==> config.mk <==
export PLATFORM = sky130hd
export DESIGN_NAME = imm_extend_pipe_flat
export DESIGN_NICKNAME = d
export VERILOG_FILES = /design/src/rtl/imm_pkg.sv /design/src/rtl/imm_extend_pipe_if.sv /design/src/rtl/imm_extend_core.sv /design/src/rtl/imm_extend_pipe.sv /design/src/flat_wrapper.sv
export SDC_FILE = /design/constraint.sdc
export NUM_CORES = 1
export LEC_CHECK = 0
export ABC_AREA = 0
export ABC_CLOCK_PERIOD_IN_PS = 11940
export CORE_ASPECT_RATIO = 2
export CORE_MARGIN = 3
export CORE_UTILIZATION = 55
export CTS_CLUSTER_SIZE = 8
export DETAILED_ROUTE_END_ITERATION = 12
export PLACE_DENSITY = 0.87
export REMOVE_ABC_BUFFERS = 1
export SYNTH_ARGS = -nofsm -noshare
export SYNTH_HDL_FRONTEND = slang
export SYNTH_SLANG_ARGS = --single-unit
==> constraint.sdc <==
create_clock -name CLK -period 11.94 [get_ports CLK]
set_input_delay 3.582 -clock CLK [delete_from_list [all_inputs] [get_ports CLK]]
set_output_delay 3.582 -clock CLK [all_outputs]
set_load 0.03 [all_outputs]
==> src/rtl/imm_pkg.sv <==
// imm_pkg: shared encodings and helpers for the immediate extender.
//   Ctrl[3:0] selects the form. I/D/B/CBZ are full 4-bit codes. The MOV forms
//   are identified by their 2-bit prefix in Ctrl[3:2], and Ctrl[1:0] is the
//   halfword index hw.
package imm_pkg;

  localparam logic [3:0] CTRL_I    = 4'b0000;
  localparam logic [3:0] CTRL_D    = 4'b0001;
  localparam logic [3:0] CTRL_B    = 4'b0010;
  localparam logic [3:0] CTRL_CBZ  = 4'b0011;
  localparam logic [1:0] CTRL_MOVZ = 2'b01;
  localparam logic [1:0] CTRL_MOVN = 2'b10;
  localparam logic [1:0] CTRL_MOVK = 2'b11;

  // Mask covering the 16-bit field that halfword hw occupies.
  function automatic logic [63:0] hw_mask(input logic [1:0] hw);
    return 64'hFFFF << {hw, 4'b0000};
  endfunction

endpackage

==> src/rtl/imm_extend_pipe_if.sv <==
// imm_extend_pipe_if: request/response bundle for imm_extend_pipe.
//   Request side:  in_valid/in_ready, Imm26, Ctrl, OldVal, in_tag.
//   Response side: out_valid/out_ready, BusImm, out_tag, out_err.
//   The master modport is the decode/execute side. The slave modport is the extender.
interface imm_extend_pipe_if #(
  parameter int DATA_W = 64,
  parameter int TAG_W  = 5
);
  logic              in_valid;
  logic              in_ready;
  logic [25:0]       Imm26;
  logic [3:0]        Ctrl;
  logic [DATA_W-1:0] OldVal;
  logic [TAG_W-1:0]  in_tag;
  logic              out_valid;
  logic              out_ready;
  logic [DATA_W-1:0] BusImm;
  logic [TAG_W-1:0]  out_tag;
  logic              out_err;

  modport master (
    output in_valid, Imm26, Ctrl, OldVal, in_tag, out_ready,
    input  in_ready, out_valid, BusImm, out_tag, out_err
  );

  modport slave (
    input  in_valid, Imm26, Ctrl, OldVal, in_tag, out_ready,
    output in_ready, out_valid, BusImm, out_tag, out_err
  );
endinterface

==> src/rtl/imm_extend_core.sv <==
// imm_extend_core: combinational LEGv8 immediate extension.
//   Inputs:  Imm26 (instr[25:0]), Ctrl (mode), OldVal (destination value, MOVK only).
//   Outputs: result (DATA_W-bit immediate), err (MOV hw not representable at DATA_W=32).
module imm_extend_core
  import imm_pkg::*;
#(
  parameter int DATA_W   = 64,
  parameter int BR_SHIFT = 1
) (
  input  logic [25:0]       Imm26,
  input  logic [3:0]        Ctrl,
  input  logic [DATA_W-1:0] OldVal,
  output logic [DATA_W-1:0] result,
  output logic              err
);

  logic [15:0]       imm16;
  logic [1:0]        hw;
  logic [DATA_W-1:0] br26, br19, placed, mask;
  logic              illegal;

  assign imm16  = Imm26[20:5];
  assign hw     = Ctrl[1:0];
  assign br26   = {{(DATA_W-26){Imm26[25]}}, Imm26};
  assign br19   = {{(DATA_W-19){Imm26[23]}}, Imm26[23:5]};
  assign placed = DATA_W'({48'b0, imm16} << {hw, 4'b0000});
  assign mask   = DATA_W'(hw_mask(hw));

  // At 32 bits only halfwords 0 and 1 exist.
  assign illegal = (DATA_W == 32) && (Ctrl[3:2] != 2'b00) && hw[1];

  always_comb begin
    result = '0;
    err    = 1'b0;
    if (illegal) begin
      err = 1'b1;
    end else if (Ctrl[3:2] == 2'b00) begin
      case (Ctrl)
        CTRL_I:   result = {{(DATA_W-12){1'b0}}, Imm26[21:10]};
        CTRL_D:   result = {{(DATA_W-9){Imm26[20]}}, Imm26[20:12]};
        CTRL_B:   result = (BR_SHIFT != 0) ? (br26 << 2) : br26;
        CTRL_CBZ: result = (BR_SHIFT != 0) ? (br19 << 2) : br19;
        default:  result = '0;
      endcase
    end else begin
      case (Ctrl[3:2])
        CTRL_MOVZ: result = placed;
        CTRL_MOVN: result = ~placed;
        CTRL_MOVK: result = (OldVal & ~mask) | placed;
        default:   result = '0;
      endcase
    end
  end

endmodule

==> src/rtl/imm_extend_pipe.sv <==
// imm_extend_pipe: registered immediate extender with a skid buffer.
//   CLK, Reset (async, active-high).
//   bus (slave): in_valid/in_ready request with Imm26, Ctrl, OldVal, in_tag.
//                out_valid/out_ready response with BusImm, out_tag, out_err.
//   One-cycle latency. Full throughput. in_ready comes from a flop. Up to 2 results held under stall.
module imm_extend_pipe #(
  parameter int DATA_W   = 64,
  parameter int TAG_W    = 5,
  parameter int BR_SHIFT = 1
) (
  input logic              CLK,
  input logic              Reset,
  imm_extend_pipe_if.slave bus
);

  logic [DATA_W-1:0] res;
  logic              res_err;

  imm_extend_core #(.DATA_W(DATA_W), .BR_SHIFT(BR_SHIFT)) u_core (
    .Imm26  (bus.Imm26),
    .Ctrl   (bus.Ctrl),
    .OldVal (bus.OldVal),
    .result (res),
    .err    (res_err)
  );

  logic              out_valid_q, out_valid_d, skid_valid_q, skid_valid_d;
  logic [DATA_W-1:0] out_data_q, out_data_d, skid_data_q, skid_data_d;
  logic [TAG_W-1:0]  out_tag_q, out_tag_d, skid_tag_q, skid_tag_d;
  logic              out_err_q, out_err_d, skid_err_q, skid_err_d;
  logic              in_ready_q, in_ready_d;
  logic              accept, load_ok;

  assign accept  = bus.in_valid && in_ready_q;
  // The output register is free if it is empty or drains this cycle.
  assign load_ok = !out_valid_q || bus.out_ready;

  always_comb begin
    out_valid_d  = out_valid_q;
    out_data_d   = out_data_q;
    out_tag_d    = out_tag_q;
    out_err_d    = out_err_q;
    skid_valid_d = skid_valid_q;
    skid_data_d  = skid_data_q;
    skid_tag_d   = skid_tag_q;
    skid_err_d   = skid_err_q;
    // in_ready is low while the skid is full, so accept and skid_valid_q are never both set.
    if (skid_valid_q) begin
      if (load_ok) begin
        out_valid_d  = 1'b1;
        out_data_d   = skid_data_q;
        out_tag_d    = skid_tag_q;
        out_err_d    = skid_err_q;
        skid_valid_d = 1'b0;
      end
    end else if (accept) begin
      if (load_ok) begin
        out_valid_d = 1'b1;
        out_data_d  = res;
        out_tag_d   = bus.in_tag;
        out_err_d   = res_err;
      end else begin
        skid_valid_d = 1'b1;
        skid_data_d  = res;
        skid_tag_d   = bus.in_tag;
        skid_err_d   = res_err;
      end
    end else if (load_ok) begin
      out_valid_d = 1'b0;
    end
    in_ready_d = !skid_valid_d;
  end

  always_ff @(posedge CLK or posedge Reset) begin
    if (Reset) begin
      out_valid_q  <= 1'b0;
      out_data_q   <= '0;
      out_tag_q    <= '0;
      out_err_q    <= 1'b0;
      skid_valid_q <= 1'b0;
      skid_data_q  <= '0;
      skid_tag_q   <= '0;
      skid_err_q   <= 1'b0;
      in_ready_q   <= 1'b0;
    end else begin
      out_valid_q  <= out_valid_d;
      out_data_q   <= out_data_d;
      out_tag_q    <= out_tag_d;
      out_err_q    <= out_err_d;
      skid_valid_q <= skid_valid_d;
      skid_data_q  <= skid_data_d;
      skid_tag_q   <= skid_tag_d;
      skid_err_q   <= skid_err_d;
      in_ready_q   <= in_ready_d;
    end
  end

  assign bus.in_ready  = in_ready_q;
  assign bus.out_valid = out_valid_q;
  assign bus.BusImm    = out_data_q;
  assign bus.out_tag   = out_tag_q;
  assign bus.out_err   = out_err_q;

endmodule

==> src/flat_wrapper.sv <==
// flat-port wrapper written by rule: the top's interface ports become plain ports
module imm_extend_pipe_flat 
#(
  parameter int DATA_W   = 64,
  parameter int TAG_W    = 5,
  parameter int BR_SHIFT = 1
)
  (CLK, Reset, bus_in_valid, bus_Imm26, bus_Ctrl, bus_OldVal, bus_in_tag, bus_out_ready, bus_in_ready, bus_out_valid, bus_BusImm, bus_out_tag, bus_out_err);
  imm_extend_pipe_if #(.DATA_W(DATA_W), .TAG_W(TAG_W)) bus_i ();
  input logic CLK;
  input logic Reset;
  input wire logic [$bits(bus_i.in_valid)-1:0] bus_in_valid;
  input wire logic [$bits(bus_i.Imm26)-1:0] bus_Imm26;
  input wire logic [$bits(bus_i.Ctrl)-1:0] bus_Ctrl;
  input wire logic [$bits(bus_i.OldVal)-1:0] bus_OldVal;
  input wire logic [$bits(bus_i.in_tag)-1:0] bus_in_tag;
  input wire logic [$bits(bus_i.out_ready)-1:0] bus_out_ready;
  output wire logic [$bits(bus_i.in_ready)-1:0] bus_in_ready;
  output wire logic [$bits(bus_i.out_valid)-1:0] bus_out_valid;
  output wire logic [$bits(bus_i.BusImm)-1:0] bus_BusImm;
  output wire logic [$bits(bus_i.out_tag)-1:0] bus_out_tag;
  output wire logic [$bits(bus_i.out_err)-1:0] bus_out_err;
  assign bus_i.in_valid = bus_in_valid;
  assign bus_i.Imm26 = bus_Imm26;
  assign bus_i.Ctrl = bus_Ctrl;
  assign bus_i.OldVal = bus_OldVal;
  assign bus_i.in_tag = bus_in_tag;
  assign bus_i.out_ready = bus_out_ready;
  assign bus_in_ready = bus_i.in_ready;
  assign bus_out_valid = bus_i.out_valid;
  assign bus_BusImm = bus_i.BusImm;
  assign bus_out_tag = bus_i.out_tag;
  assign bus_out_err = bus_i.out_err;
  imm_extend_pipe #(.DATA_W(DATA_W), .TAG_W(TAG_W), .BR_SHIFT(BR_SHIFT)) u_core (.CLK(CLK), .Reset(Reset), .bus(bus_i));
endmodule
==> impl_results.md <==
- Clock period minus worst slack: 6555 ps
- Clk slew on worst S/H paths: 70 ps
- CTS tree: yes
- Crit Path Max Fanout: 101
- Fin. max-slew vios: 0
- GRT Overall Usage: 31.38%
- Post-CTS resize count: 0
- Top cells by count, synth: dfrtp_1, a21oi_1, nor2_1, and3_1, clkbuf_1
- Top cell by count, worst path: buf_4
- Power Density: 193.4 mW/mm2
- Internal power: 1270 uW
- Post-synthesis register bit count: 141
- Chip height: 177.1 um
- Combinational share of power: 36.0%
- RSZ-0062 raised after global routing: false
- Slowest stage delay, CP: 960 ps
- Routability congestion estimate: 0.9217
- Syn avg cell area: 8.207 um2
- Pre-antenna DRT Iters: 6
- Port bufs: 173
- Synth Flop Type: dfrtp_1
- Via count: 8181
- Slowest-stage cell, CP: nor3_4
- Number of diodes: 0
- Cell variety after synth: 43
- Synth warn: 0
- Post-CTS Setup Repair Bufs: 0
- Mux share of post-synthesis cell area: 2.005%
- # IOs: 175
- Required @ worst endpoint: 12250 ps
- Worst hold path type: flip-flop to flip-flop
- Placed Instance Area: 0.009716 mm2
- Post-synthesis sequential area ratio: 43.82%
- DRT antenna net count: 0
- Post-Synth XOR/XNOR Area: 0%
- Area grow syn2layout: 28.11%
- DP HPWL: 16510 um
- Drt wl/cell: 19.97 um
- Vias in the first global route: 7902
- Yosys top cell by area: dfrtp_1
- Adder-Cell Fraction of Synth Area: 0%
- Part of the power in the clock network: 27.2%
- Synth Instances: 981
- Switching share of power: 36.34%
- Synth area leaders: dfrtp_1, a21oi_1, and3_1, nor2_1, nand2b_1
- Clock skew: 10.50 ps
- Share of layout cells above drive strength 1: 5.717%
- Top-count cell post-synth: dfrtp_1
- Max-Cap Viols: 0
- WL final: 25840 um
- Hold Vio Cnt, Final: 0
- CP bufs+invs: 3
- Remaining DRCs: 0
- Psw: 724.9 uW
- Largest net degree at the start of global routing: 102
- CP Cell Sequence: clkdlybuf4s50_1 > nand2b_2 > buf_4 > nor3_4 > buf_4 > mux2_2
- Starting DRT DRC Count: 1141
- Post-synth EDFFs: 0
- Remaining Overflow, GRT: 0
- Number of CTS-inserted buffers: 17
- Final non-filler cell area: 0.01031 mm2
- Crit path kind: primary input to flip-flop
- Largest delay contributor family on the critical path: buffers and inverters
- Max_slew headroom: 20.68%
- Post-synth ARST share: 100.0%
- CTS sink count: 141
- Initial core utilization: 56.10%
- Startpoint type of the worst setup path: primary input
- Compound-Gate Fraction of Synth Area: 20.65%
- Root Buffer: clkbuf_16
- Worst-Margin Slew: 1187 ps
- Pleak: 0.004298 uW
- First-pass GRT wire length: 40500 um
- Arrival time at the worst endpoint: 6860 ps
- Clk_lat worst skew: 420 ps
- Status: complete, no violations
- Share of power burned in registers: 36.8%
- Hold_buf cts: 0
- Crit. End Element: flip-flop
- H-tree depth: 4
- Peak supply drop: 0.1094 mV
- Initial antenna violation count: 0
- Post-Syn Area: 0.008051 mm2
- Post-Route Setup TNS: 0 ps
- Largest family of logic cells by synthesized area: simple AND/OR/NAND/NOR gates
- Yosys top cell area share: 43.82%
- Max Fclk: 0.1526 GHz
- Final setup vio count: 0
- Final Cycle Share: 54.90%
- Die area: 0.01622 mm2
- Final net count: 1192
- Die W: 91.56 um
- CTS max path bufs: 2
- CORE AREA: 0.01435 mm2
- Row cnt: 62
- Simple-Gate Fraction of Synth Area: 27.74%
- Vias per inst: 6.322
==> cells by family after synthesis <==
family	after synthesis
flops	141
compound gates	290
mux	15
simple gates	426
other cells	1
buf+inv	108
==> layer usage <==
metal | track usage, % | vias up | wire length [um]
met5 | 0 | - | 0
met4 | 19.90 | 0 | 1506
met3 | 3.957 | 113 | 2084
met2 | 52.49 | 498 | 12980
met1 | 37.89 | 3869 | 9268
li1 | - | 3701 | -
==> layout by cell type, fill, tap and decap left out, types with 21 or more instances in the layout <==
master / n
a21oi_1: 122
a31oi_1: 34
clkdlybuf4s50_1: 171
o21ai_0: 53
nor3_1: 23
o22ai_1: 32
nor4_1: 25
nand2b_1: 59
nor2b_1: 21
nand2_1: 56
and3_1: 84
dfrtp_1: 140
nor2_1: 119
==> registers in the layout, summed over array words and instances (netlist names) <==
signal	flops
u_core.bus.BusImm	64
u_core.skid_data_q	64
u_core.bus.out_tag	5
u_core.skid_tag_q	5
u_core.bus.in_ready	1
u_core.bus.out_valid	1
u_core.skid_valid_q	1
==> power groups by stage <==
stage          registers [uW]  clock network, uW  logic, uW
2_1_floorplan             884                  0        247
3_3_place_gp              732                  0        696
4_1_cts                   730                544        717
3_5_place_dp              738                  0        711
6_report                  734                542        718
5_1_grt                   748                561        770
==> worst register-to-register path: stages (launching register included) <==
cell,delay (ps)
dfrtp_1,360
nand2b_2,60
buf_4,340
nor3_4,960
buf_4,910
mux2_2,510
==> area by class of cell <==
class / instances / area, um2
sequential: 141 / 3530
clock inverter: 13 / 166.4
tap: 192 / 240.2
clock buffer: 19 / 432.9
inverter: 9 / 38.79
fill: 1132 / 4036
timing repair buffer: 188 / 1834
multi-input combinational: 732 / 4073
==> metrics by stage <==
step | power, uW | util (%) | setup slack, ps | cells | hold slack [ps]
after floorplan | 1131 | - | 2927 | 882 | 480.6
after global placement | 1428 | 67.70 | 5095 | 1262 | 464.6
after detailed placement | 1449 | 67.70 | 5039 | 1262 | 469.1
after CTS | 1992 | 71.87 | 5474 | 1294 | 483.5
after global routing | 2080 | 71.87 | 5179 | 1294 | 512.6
final | 1995 | 71.87 | 5385 | 1294 | 480.6
==> worst paths after layout <==
check | startpoint | endpoint | slack (ps) | cells after the start
max in group asynchronous | Reset | u_core.bus.BusImm[13]$_DFFE_PP0P_ | 6920 | 3
setup reg to reg | u_core.bus.out_valid$_DFFE_PP0P_ | u_core.skid_tag_q[3]$_DFFE_PP0P_ | 8690 | 5
hold / removal | u_core.bus.out_tag[0]$_DFFE_PP0P_ | u_core.bus.out_tag[0]$_DFFE_PP0P_ | 480 | 2
hold reg to reg | u_core.bus.out_tag[0]$_DFFE_PP0P_ | u_core.bus.out_tag[0]$_DFFE_PP0P_ | 480 | 2
setup / recovery | bus_out_ready | u_core.skid_tag_q[3]$_DFFE_PP0P_ | 5390 | 6
min in group asynchronous | Reset | u_core.skid_tag_q[1]$_DFFE_PP0P_ | 3640 | 2
Power figures use the tool's default switching activity.
